**src/rtl/tl_burst_master.sv**
```systemverilog
// TileLink-UH initiator: request/write-stream front end issuing single-beat Get and multi-beat PutFullData.
// Define TL_MST_PROTO_CHECK_EN to enable the sticky D-channel protocol checker driving proto_err.
module tl_burst_master #(
  parameter int MAX_SIZE  = 6,
  parameter int SOURCE_ID = 0
) (
  input  logic         clk,
  input  logic         rst,
  input  logic         req_valid,
  output logic         req_ready,
  input  logic         req_wr,
  input  logic [31:0]  req_addr,
  input  logic [7:0]   req_size,
  input  logic         wdata_valid,
  output logic         wdata_ready,
  input  logic [127:0] wdata,
  output logic         rdata_valid,
  input  logic         rdata_ready,
  output logic [127:0] rdata,
  output logic         rdata_last,
  output logic         rdata_denied,
  output logic         wrsp_valid,
  output logic         wrsp_denied,
  output logic         proto_err,
  output logic [2:0]   tlmst_a_opcode,
  output logic [2:0]   tlmst_a_param,
  output logic [7:0]   tlmst_a_size,
  output logic [2:0]   tlmst_a_source,
  output logic [31:0]  tlmst_a_address,
  output logic [15:0]  tlmst_a_mask,
  output logic [127:0] tlmst_a_data,
  output logic         tlmst_a_corrupt,
  output logic         tlmst_a_valid,
  input  logic         tlmst_a_ready,
  input  logic [2:0]   tlmst_d_opcode,
  input  logic [1:0]   tlmst_d_param,
  input  logic [7:0]   tlmst_d_size,
  input  logic [2:0]   tlmst_d_source,
  input  logic [2:0]   tlmst_d_sink,
  input  logic         tlmst_d_denied,
  input  logic [127:0] tlmst_d_data,
  input  logic         tlmst_d_corrupt,
  input  logic         tlmst_d_valid,
  output logic         tlmst_d_ready
);

  localparam logic [7:0] MAX_SZ  = 8'(MAX_SIZE);
  localparam logic [2:0] SRC     = 3'(SOURCE_ID);
  localparam logic [2:0] OP_PUT  = 3'd0;
  localparam logic [2:0] OP_GET  = 3'd4;
  localparam logic [2:0] OP_ACK  = 3'd0;
  localparam logic [2:0] OP_ACKD = 3'd1;

  typedef enum logic [2:0] {IDLE, A_GET, D_DATA, A_PUT, D_ACK, ERR} state_e;

  state_e      state_q, state_d;
  logic [31:0] addr_q, addr_d;
  logic [7:0]  size_q, size_d;
  logic [8:0]  cnt_q, cnt_d;
  logic        wr_q, wr_d;
  logic        proto_flag;
  logic        ack_ok;
  logic        d_bad_common;
  logic [15:0] mask_base;
  logic [3:0]  mask_off;

  function automatic logic [8:0] beats_of(input logic [7:0] sz);
    if (sz < 8'd4) return 9'd1;
    return 9'd1 << (sz - 8'd4);
  endfunction

`ifdef TL_MST_PROTO_CHECK_EN
  assign ack_ok       = (tlmst_d_opcode == OP_ACK);
  assign d_bad_common = (tlmst_d_source != SRC) || (tlmst_d_size != size_q);
`else
  // Without the checker any D handshake in the ack phase closes the write.
  assign ack_ok       = 1'b1;
  assign d_bad_common = 1'b0;
`endif

  assign tlmst_a_param   = 3'd0;
  assign tlmst_a_corrupt = 1'b0;
  assign tlmst_a_source  = SRC;
  assign tlmst_a_address = addr_q;
  assign tlmst_a_size    = size_q;

  // Sub-beat transfers place the byte lanes at the size-aligned offset inside the 16-byte beat.
  always_comb begin
    mask_base = 16'h0001;
    mask_off  = addr_q[3:0];
    case (size_q[1:0])
      2'd0: begin mask_base = 16'h0001; mask_off = addr_q[3:0];          end
      2'd1: begin mask_base = 16'h0003; mask_off = {addr_q[3:1], 1'b0};  end
      2'd2: begin mask_base = 16'h000F; mask_off = {addr_q[3:2], 2'b00}; end
      default: begin mask_base = 16'h00FF; mask_off = {addr_q[3], 3'b000}; end
    endcase
    tlmst_a_mask = (size_q >= 8'd4) ? 16'hFFFF : (mask_base << mask_off);
  end

  always_comb begin
    state_d       = state_q;
    addr_d        = addr_q;
    size_d        = size_q;
    cnt_d         = cnt_q;
    wr_d          = wr_q;
    proto_flag    = 1'b0;
    req_ready     = 1'b0;
    wdata_ready   = 1'b0;
    rdata_valid   = 1'b0;
    rdata         = '0;
    rdata_last    = 1'b0;
    rdata_denied  = 1'b0;
    wrsp_valid    = 1'b0;
    wrsp_denied   = 1'b0;
    tlmst_a_valid = 1'b0;
    tlmst_a_opcode = OP_GET;
    tlmst_a_data  = '0;
    tlmst_d_ready = 1'b0;
    case (state_q)
      IDLE: begin
        req_ready     = 1'b1;
        // Stray D beats are swallowed so the fabric never stalls on us.
        tlmst_d_ready = 1'b1;
        if (tlmst_d_valid) proto_flag = 1'b1;
        if (req_valid) begin
          addr_d = req_addr;
          size_d = req_size;
          wr_d   = req_wr;
          if (req_size > MAX_SZ) begin
            cnt_d   = '0;
            state_d = ERR;
          end else begin
            cnt_d   = beats_of(req_size);
            state_d = req_wr ? A_PUT : A_GET;
          end
        end
      end
      A_GET: begin
        tlmst_a_valid  = 1'b1;
        tlmst_a_opcode = OP_GET;
        if (tlmst_a_ready) state_d = D_DATA;
      end
      D_DATA: begin
        rdata_valid   = tlmst_d_valid;
        tlmst_d_ready = rdata_ready;
        rdata         = tlmst_d_data;
        rdata_denied  = tlmst_d_denied | tlmst_d_corrupt;
        rdata_last    = (cnt_q == 9'd1);
        if (tlmst_d_valid && rdata_ready) begin
          cnt_d = cnt_q - 9'd1;
          if (cnt_q == 9'd1) state_d = IDLE;
          if (d_bad_common || (tlmst_d_opcode != OP_ACKD)) proto_flag = 1'b1;
        end
      end
      A_PUT: begin
        tlmst_a_valid  = wdata_valid;
        tlmst_a_opcode = OP_PUT;
        tlmst_a_data   = wdata;
        wdata_ready    = tlmst_a_ready;
        if (wdata_valid && tlmst_a_ready) begin
          cnt_d = cnt_q - 9'd1;
          if (cnt_q == 9'd1) begin
            // A fast slave may ack alongside the last beat; accept it here.
            tlmst_d_ready = 1'b1;
            state_d       = D_ACK;
            if (tlmst_d_valid) begin
              if (d_bad_common || !ack_ok) proto_flag = 1'b1;
              if (ack_ok) begin
                wrsp_valid  = 1'b1;
                wrsp_denied = tlmst_d_denied;
                state_d     = IDLE;
              end
            end
          end
        end
      end
      D_ACK: begin
        tlmst_d_ready = 1'b1;
        if (tlmst_d_valid) begin
          if (d_bad_common || !ack_ok) proto_flag = 1'b1;
          if (ack_ok) begin
            wrsp_valid  = 1'b1;
            wrsp_denied = tlmst_d_denied;
            state_d     = IDLE;
          end
        end
      end
      ERR: begin
        if (wr_q) begin
          wrsp_valid  = 1'b1;
          wrsp_denied = 1'b1;
          state_d     = IDLE;
        end else begin
          rdata_valid  = 1'b1;
          rdata_denied = 1'b1;
          rdata_last   = 1'b1;
          if (rdata_ready) state_d = IDLE;
        end
      end
      default: state_d = IDLE;
    endcase
  end

  always_ff @(posedge clk or posedge rst) begin
    if (rst) begin
      state_q <= IDLE;
      addr_q  <= '0;
      size_q  <= '0;
      cnt_q   <= '0;
      wr_q    <= 1'b0;
    end else begin
      state_q <= state_d;
      addr_q  <= addr_d;
      size_q  <= size_d;
      cnt_q   <= cnt_d;
      wr_q    <= wr_d;
    end
  end

`ifdef TL_MST_PROTO_CHECK_EN
  logic proto_err_q, proto_err_d;
  assign proto_err_d = proto_err_q | proto_flag;
  always_ff @(posedge clk or posedge rst) begin
    if (rst) proto_err_q <= 1'b0;
    else     proto_err_q <= proto_err_d;
  end
  assign proto_err = proto_err_q;
  logic unused_d;
  assign unused_d = ^{tlmst_d_param, tlmst_d_sink};
`else
  assign proto_err = 1'b0;
  logic unused_d;
  assign unused_d = ^{tlmst_d_param, tlmst_d_sink, tlmst_d_opcode, tlmst_d_size,
                      tlmst_d_source, proto_flag, d_bad_common};
`endif

endmodule
```
**config.mk**
```make
export PLATFORM = sky130hd
export DESIGN_NAME = tl_burst_master
export DESIGN_NICKNAME = d
export VERILOG_FILES = /design/src/rtl/tl_burst_master.sv
export SDC_FILE = /design/constraint.sdc
export NUM_CORES = 1
export LEC_CHECK = 0
export BUFFER_PORTS_ARGS = -buffer_cell sky130_fd_sc_hd__clkbuf_2
export CORE_AREA = 2 2 259 261
export DETAILED_ROUTE_END_ITERATION = 6
export DIE_AREA = 0 0 261 263
export PLACE_DENSITY_LB_ADDON = 0.15
export RECOVER_POWER = 100
export SYNTH_ARGS = -nofsm -noshare
export SYNTH_HDL_FRONTEND = slang
export SYNTH_SLANG_ARGS = --single-unit
```
**constraint.sdc**
```tcl
create_clock -name clk -period 1.6 [get_ports clk]
set_input_delay 0.16 -clock clk [delete_from_list [all_inputs] [get_ports clk]]
set_output_delay 0.16 -clock clk [all_outputs]
set_load 0.03 [all_outputs]
```
# After elaboration in Yosys (flattened, before gate mapping)

Cells that the tools add are included.

Register bits: 53
Bits of input ports: 325
Output and inout port bits: 332

Add/sub/neg operators: 2
$lt $le $gt $ge: 3
Equal/unequal tests: 16
Shifts and indexed selects: 2
Multiplexer cells: 49
Bitwise logic cells: 1
Reduce and logical (&&, ||, !) cells: 9

Operators with widths:

| kind                  | count |
|---|---|
| $mux W128             | 2 |
| $mux W9               | 6 |
| $mux W3               | 12 |
| $pmux W9 S3           | 1 |
| $pmux W8 S3           | 1 |
| $pmux W3 S6           | 1 |
| $mux W1               | 16 |
| $mux W16              | 1 |
| $shl A8 B4 Y16        | 1 |
| $ne A2 B2 Y1 const B  | 7 |
| $eq A9 B1 Y1 const B  | 1 |
| $pmux W1 S3           | 3 |
| $pmux W3 S3           | 1 |
| $shl A1 B8 Y9 const A | 1 |
| $sub A9 B1 Y9 const B | 1 |
| $ge A8 B3 Y1 const B  | 1 |
| $gt A8 B3 Y1 const B  | 1 |
| $lt A8 B3 Y1 const B  | 1 |
| $pmux W1 S2           | 4 |
| $reduce_and A8 Y1     | 1 |
| $sub A8 B3 Y8 const B | 1 |
| $eq A3 B2 Y1 const B  | 2 |
| $eq A3 B3 Y1 const B  | 2 |
| $reduce_and A4 Y1     | 1 |
| other kinds (12)      | 13 |

# Longest topological paths before layout

Depth after elaboration: 9
Gate-level depth with buffers: 7
Gate-level depth less buffers: 7

# Worst setup path before layout

OpenSTA, ideal clock, no wires.

Path type: reg-to-output
Start: register cnt_q[5]
End: output rdata_last
Arrival: 1.992 ns
Data required time: 1.440 ns
Setup slack: -0.552 ns
Stages on the path, launching flop included: 5
Buffers on the path: 0
Path through: dfrtp_1 or4_1 nor2_1 nand3_1 o31ai_1

Cells in the longest elaborated chain, start to end: 2

Ends and longest elaborated chain:

| element                | line | RTL |
|---|---|---|
| start, declared        | 59   | `logic [8:0] cnt_q, cnt_d;` |
| start signal, assigned | 215  | `cnt_q <= cnt_d;` |
| $eq A9 B1 Y1           | 148  | `rdata_last = (cnt_q == 9'd1);` |
| $pmux W1 S2            | 119  | `case (state_q)` |
| end, declared          | 20   | `output logic rdata_last,` |

Every way passes these cells.

# Final worst setup path

Start: register cnt_q[4]
End: output wrsp_denied

Cells in the longest elaborated chain, start to end: 4

Ends and longest elaborated chain:

| element       | line | RTL |
|---|---|---|
| $eq A9 B1 Y1  | 162  | `if (cnt_q == 9'd1) begin` |
| $mux W1       | 162  |  |
| $mux W1       | 160  | `if (wdata_valid && tlmst_a_ready) begin` |
| $pmux W1 S3   | 119  |  |
| end, declared | 23   | `output logic wrsp_denied,` |

Every way passes these cells.

==> flow_summary.toml <==
[outcome]
status = "finished with violations"
violations = "setup timing"

[sta]
fmax_mhz = 452.7
slew_headroom = 0.4615
whs_ps = 81.53
setup_slack_ps = -608.9
finalCriticalPeriod_ps = 2209
worst-slew-pin-transition_ps = 807.7
setup_viol = 335
skew_ps = 3.634
drv_slew = 0
fin_setup_tns_ps = -122120
rsz0062_at_grt = "true"
post-route-period-util = 1.381
hold_violations = 0

[yosys]
ys_warn_count = 0
synth.avg_cell_area_sq_um = 8.070
synthTopCellsByArea = "dfrtp_1 28%, and3_1 18%, and2_1 17%, mux2_2 9.6%, clkbuf_1 3.8%"
syn-instance-count = 582
synth_top_area_share = 0.2824
synth.distinct_cells = 51
synth-seq-cells = 53
synth_area_leader_cell = "dfrtp_1"
synth_edf_count = 0
async_flop_share = 1.000
synth_flop_cell = "dfrtp_1"
synth_area_sq_um = 4697
ys_seq_area_frac = 0.2824

[detailed_routing]
viasPerCell = 3.340
routedWlPerCell_um = 15.89
num_vias = 7201
drt_iter0_markers = 222
post-route-drc-count = 0
first_pass_iters = 4
wl_um = 34260
ant_nets = 0

[final_layout]
register_area_sq_um = 1335
fill_cells = 7199
fin_nets = 1615
final_util = 0.1959
stdcell_area_sq_um = 12860
areaGrowthSynthToFinish_pct = 173.8
multi_input_area_sq_um = 3746
finalNonFillerCells = 2156
final_layout_size_suffix_gt1_frac = 0.7933

[placed_design]
port_buffers = 627
hpwl_um = 26400
placed_cell_area_sq_um = 9931
place_ws_ps = -423.1
place.gp.congestion = 0.8118
dp.cells = 2103

[power]
power.share.clock = 0.070
ir_drop_mv = 0.4075
p_sw_mw = 7.918
power.density_nw_per_um2 = 1255
intPower_mw = 8.218
power.static_leakage_nw = 6.463
power_frac_comb = 0.776
switching_share = 0.4907
p_seq_frac = 0.154
finalPower_mw = 16.14

[critical_path]
critPathRequiredTime_ps = 1440
critPathMaxStageDelay_ps = 560
crit_buf_inv = 1
path_class = "register to output port"
critPathMaxFanout = 3
crit_family = "simple AND/OR/NAND/NOR gates"
crit_path_start_kind = "register"
setup.worst_path.end_class = "output port"
crit_chain = "or4_4 > nor2_4 > nand3_4 > nor3_4 > a32o_2 > buf_12"
worst_path_max_delay_cell = "or4_4"
arrival_ps = 2050

[grt]
grt_max_degree = 71
antenna_found_initial = 6
grt_pass1_wl_um = 46830
grt_usage = 0.09043
grt_remaining_overflow = 0
grt_pass1_vias = 7527

[clock_tree]
path_clk_slew_ps = 70
htree_levels = 2
root_buffer = "clkbuf_16"
cts_made_buffers = 5
clk_latency_ps = 300
tritoncts = "yes"
ctsLongestPathBuffers = 2
cts.sinks = 53

[worst_hold_path]
min_path_type = "input port to register"

[die]
rows = 94
die_area_sq_um = 68640
die_w_um = 261
core-area_sq_um = 65630
initial_utilization = 0.07157
die_h_um = 263
io_pins = 657

[job]
cap_viol_max_count = 0
-- worst register-to-register path: cells and delay by family, from the launching register on --
family / cells / cell delay, ps
buf+inv: 3 / 510
flops: 1 / 490
mux: 1 / 360
simple gates: 2 / 530
-- synthesized netlist by cell type (2+ instances only) --
cell	count
nand2_1	20
o21a_1	2
xnor2_1	2
ha_1	4
o21ai_0	20
nand3_1	3
a21oi_1	13
inv_1	9
o31ai_1	6
or4_1	2
nor3_2	2
and2_1	129
dfrtp_1	53
a22o_1	3
nand2b_1	6
and3_1	132
a31oi_1	4
a221o_1	4
nor3b_1	3
a211o_1	2
mux2_2	40
nor3_1	4
clkbuf_1	48
buf_4	10
nor2b_1	4
o21ai_1	5
buf_2	6
nor2_1	20
nand3b_1	2
a21o_1	2
a21boi_0	2
-- per-layer routing --
layer	vias up	track usage	part of all wire
met3	34	0.02012	0.070
met5	-	0	0.00023
met4	2	0.02196	0.020
li1	3410	-	-
met2	374	0.1860	0.56
met1	3381	0.08871	0.34
-- power by group through the flow --
| stage | combinational [mW] | clock [mW] | sequential [mW] |
|---|---|---|---|
| 2_1_floorplan | 5.02 | 0 | 3.48 |
| 3_3_place_gp | 10.1 | 0 | 2.58 |
| 3_5_place_dp | 10.1 | 0 | 2.58 |
| 4_1_cts | 12.3 | 1.21 | 2.51 |
| 5_1_grt | 13.4 | 1.25 | 2.59 |
| 6_report | 12.5 | 1.13 | 2.49 |
-- cell type report --
class,count,area share
Antenna cell,5,0.0009730
Inverter,9,0.002627
Timing Repair Buffer,753,0.5060
Sequential cell,53,0.1038
Multi-Input combinational cell,464,0.2913
Clock inverter,2,0.001168
Tap cell,864,0.08407
Clock buffer,6,0.01002
-- registers in the layout, indices dropped and copies added (netlist names) --
| name | flops |
|---|---|
| tlmst_a_address | 32 |
| wr_q | 1 |
| cnt_q | 9 |
| state_q | 3 |
| tlmst_a_size | 8 |
-- cell families (layout without fill, tap and decap cells) --
logic type	count (synthesis)	in the layout	synth area share
AOI/OAI and AO/OA	71	71	0.09883
xor gates and xnor gates	2	2	0.003730
adders and majority gates	4	4	0.01066
buffers and inverters	74	770	0.07032
DFF	53	53	0.2824
muxes	40	40	0.09590
other	1	15	0.0007984
and+or+nand+nor	337	337	0.4374
-- final timing paths --
kind                              startpoint                   to  cells after the start  slack, ps
worst min-delay path            req_addr[13]  tlmst_a_address[13]                      2         80
worst max-delay path                cnt_q[4]          wrsp_denied                      6       -610
min in group asynchronous                rst  tlmst_a_address[25]                      4        670
worst max register to register    state_q[0]  tlmst_a_address[31]                      6       -410
max in group asynchronous                rst           state_q[0]                      4        330
worst min register to register      cnt_q[7]             cnt_q[7]                      1        490
-- placed cells by master (no fill, tap or decap), types with 4 or more instances in the layout --
master / synthesis / layout
clkbuf_2: 0 / 362
o21ai_1: 5 / 4
mux2_2: 40 / 40
diode_2: 0 / 5
conb_1: 1 / 10
buf_16: 0 / 8
and3_1: 132 / 31
and2_1: 129 / 11
clkbuf_4: 0 / 5
nor2_1: 20 / 18
o21ai_0: 20 / 9
a31oi_1: 4 / 4
clkbuf_8: 0 / 88
nand2b_1: 6 / 6
and3_4: 0 / 6
and3_2: 0 / 95
ha_1: 4 / 4
dfrtp_2: 0 / 4
and2_4: 0 / 87
buf_8: 0 / 69
o31ai_4: 0 / 4
and2_2: 0 / 31
a21oi_1: 13 / 13
buf_4: 10 / 73
buf_12: 0 / 22
clkbuf_16: 0 / 12
dfrtp_1: 53 / 48
buf_6: 1 / 76
inv_1: 9 / 8
nand2_1: 20 / 18
a221o_1: 4 / 4
o21ai_4: 0 / 12
clkbuf_1: 48 / 41
-- what timing repair did --
item                                    4_1_cts  5_1_grt
hold buffers                                  1        0
endpoints found under the setup margin      334      335
pin swaps                                    67       30
setup buffers                                25        9
cloned                                       14        5
gates resized for setup                     422      369
hold endpoints to repair                     53        0
Note: power is estimated with default switching activity, not from simulation.
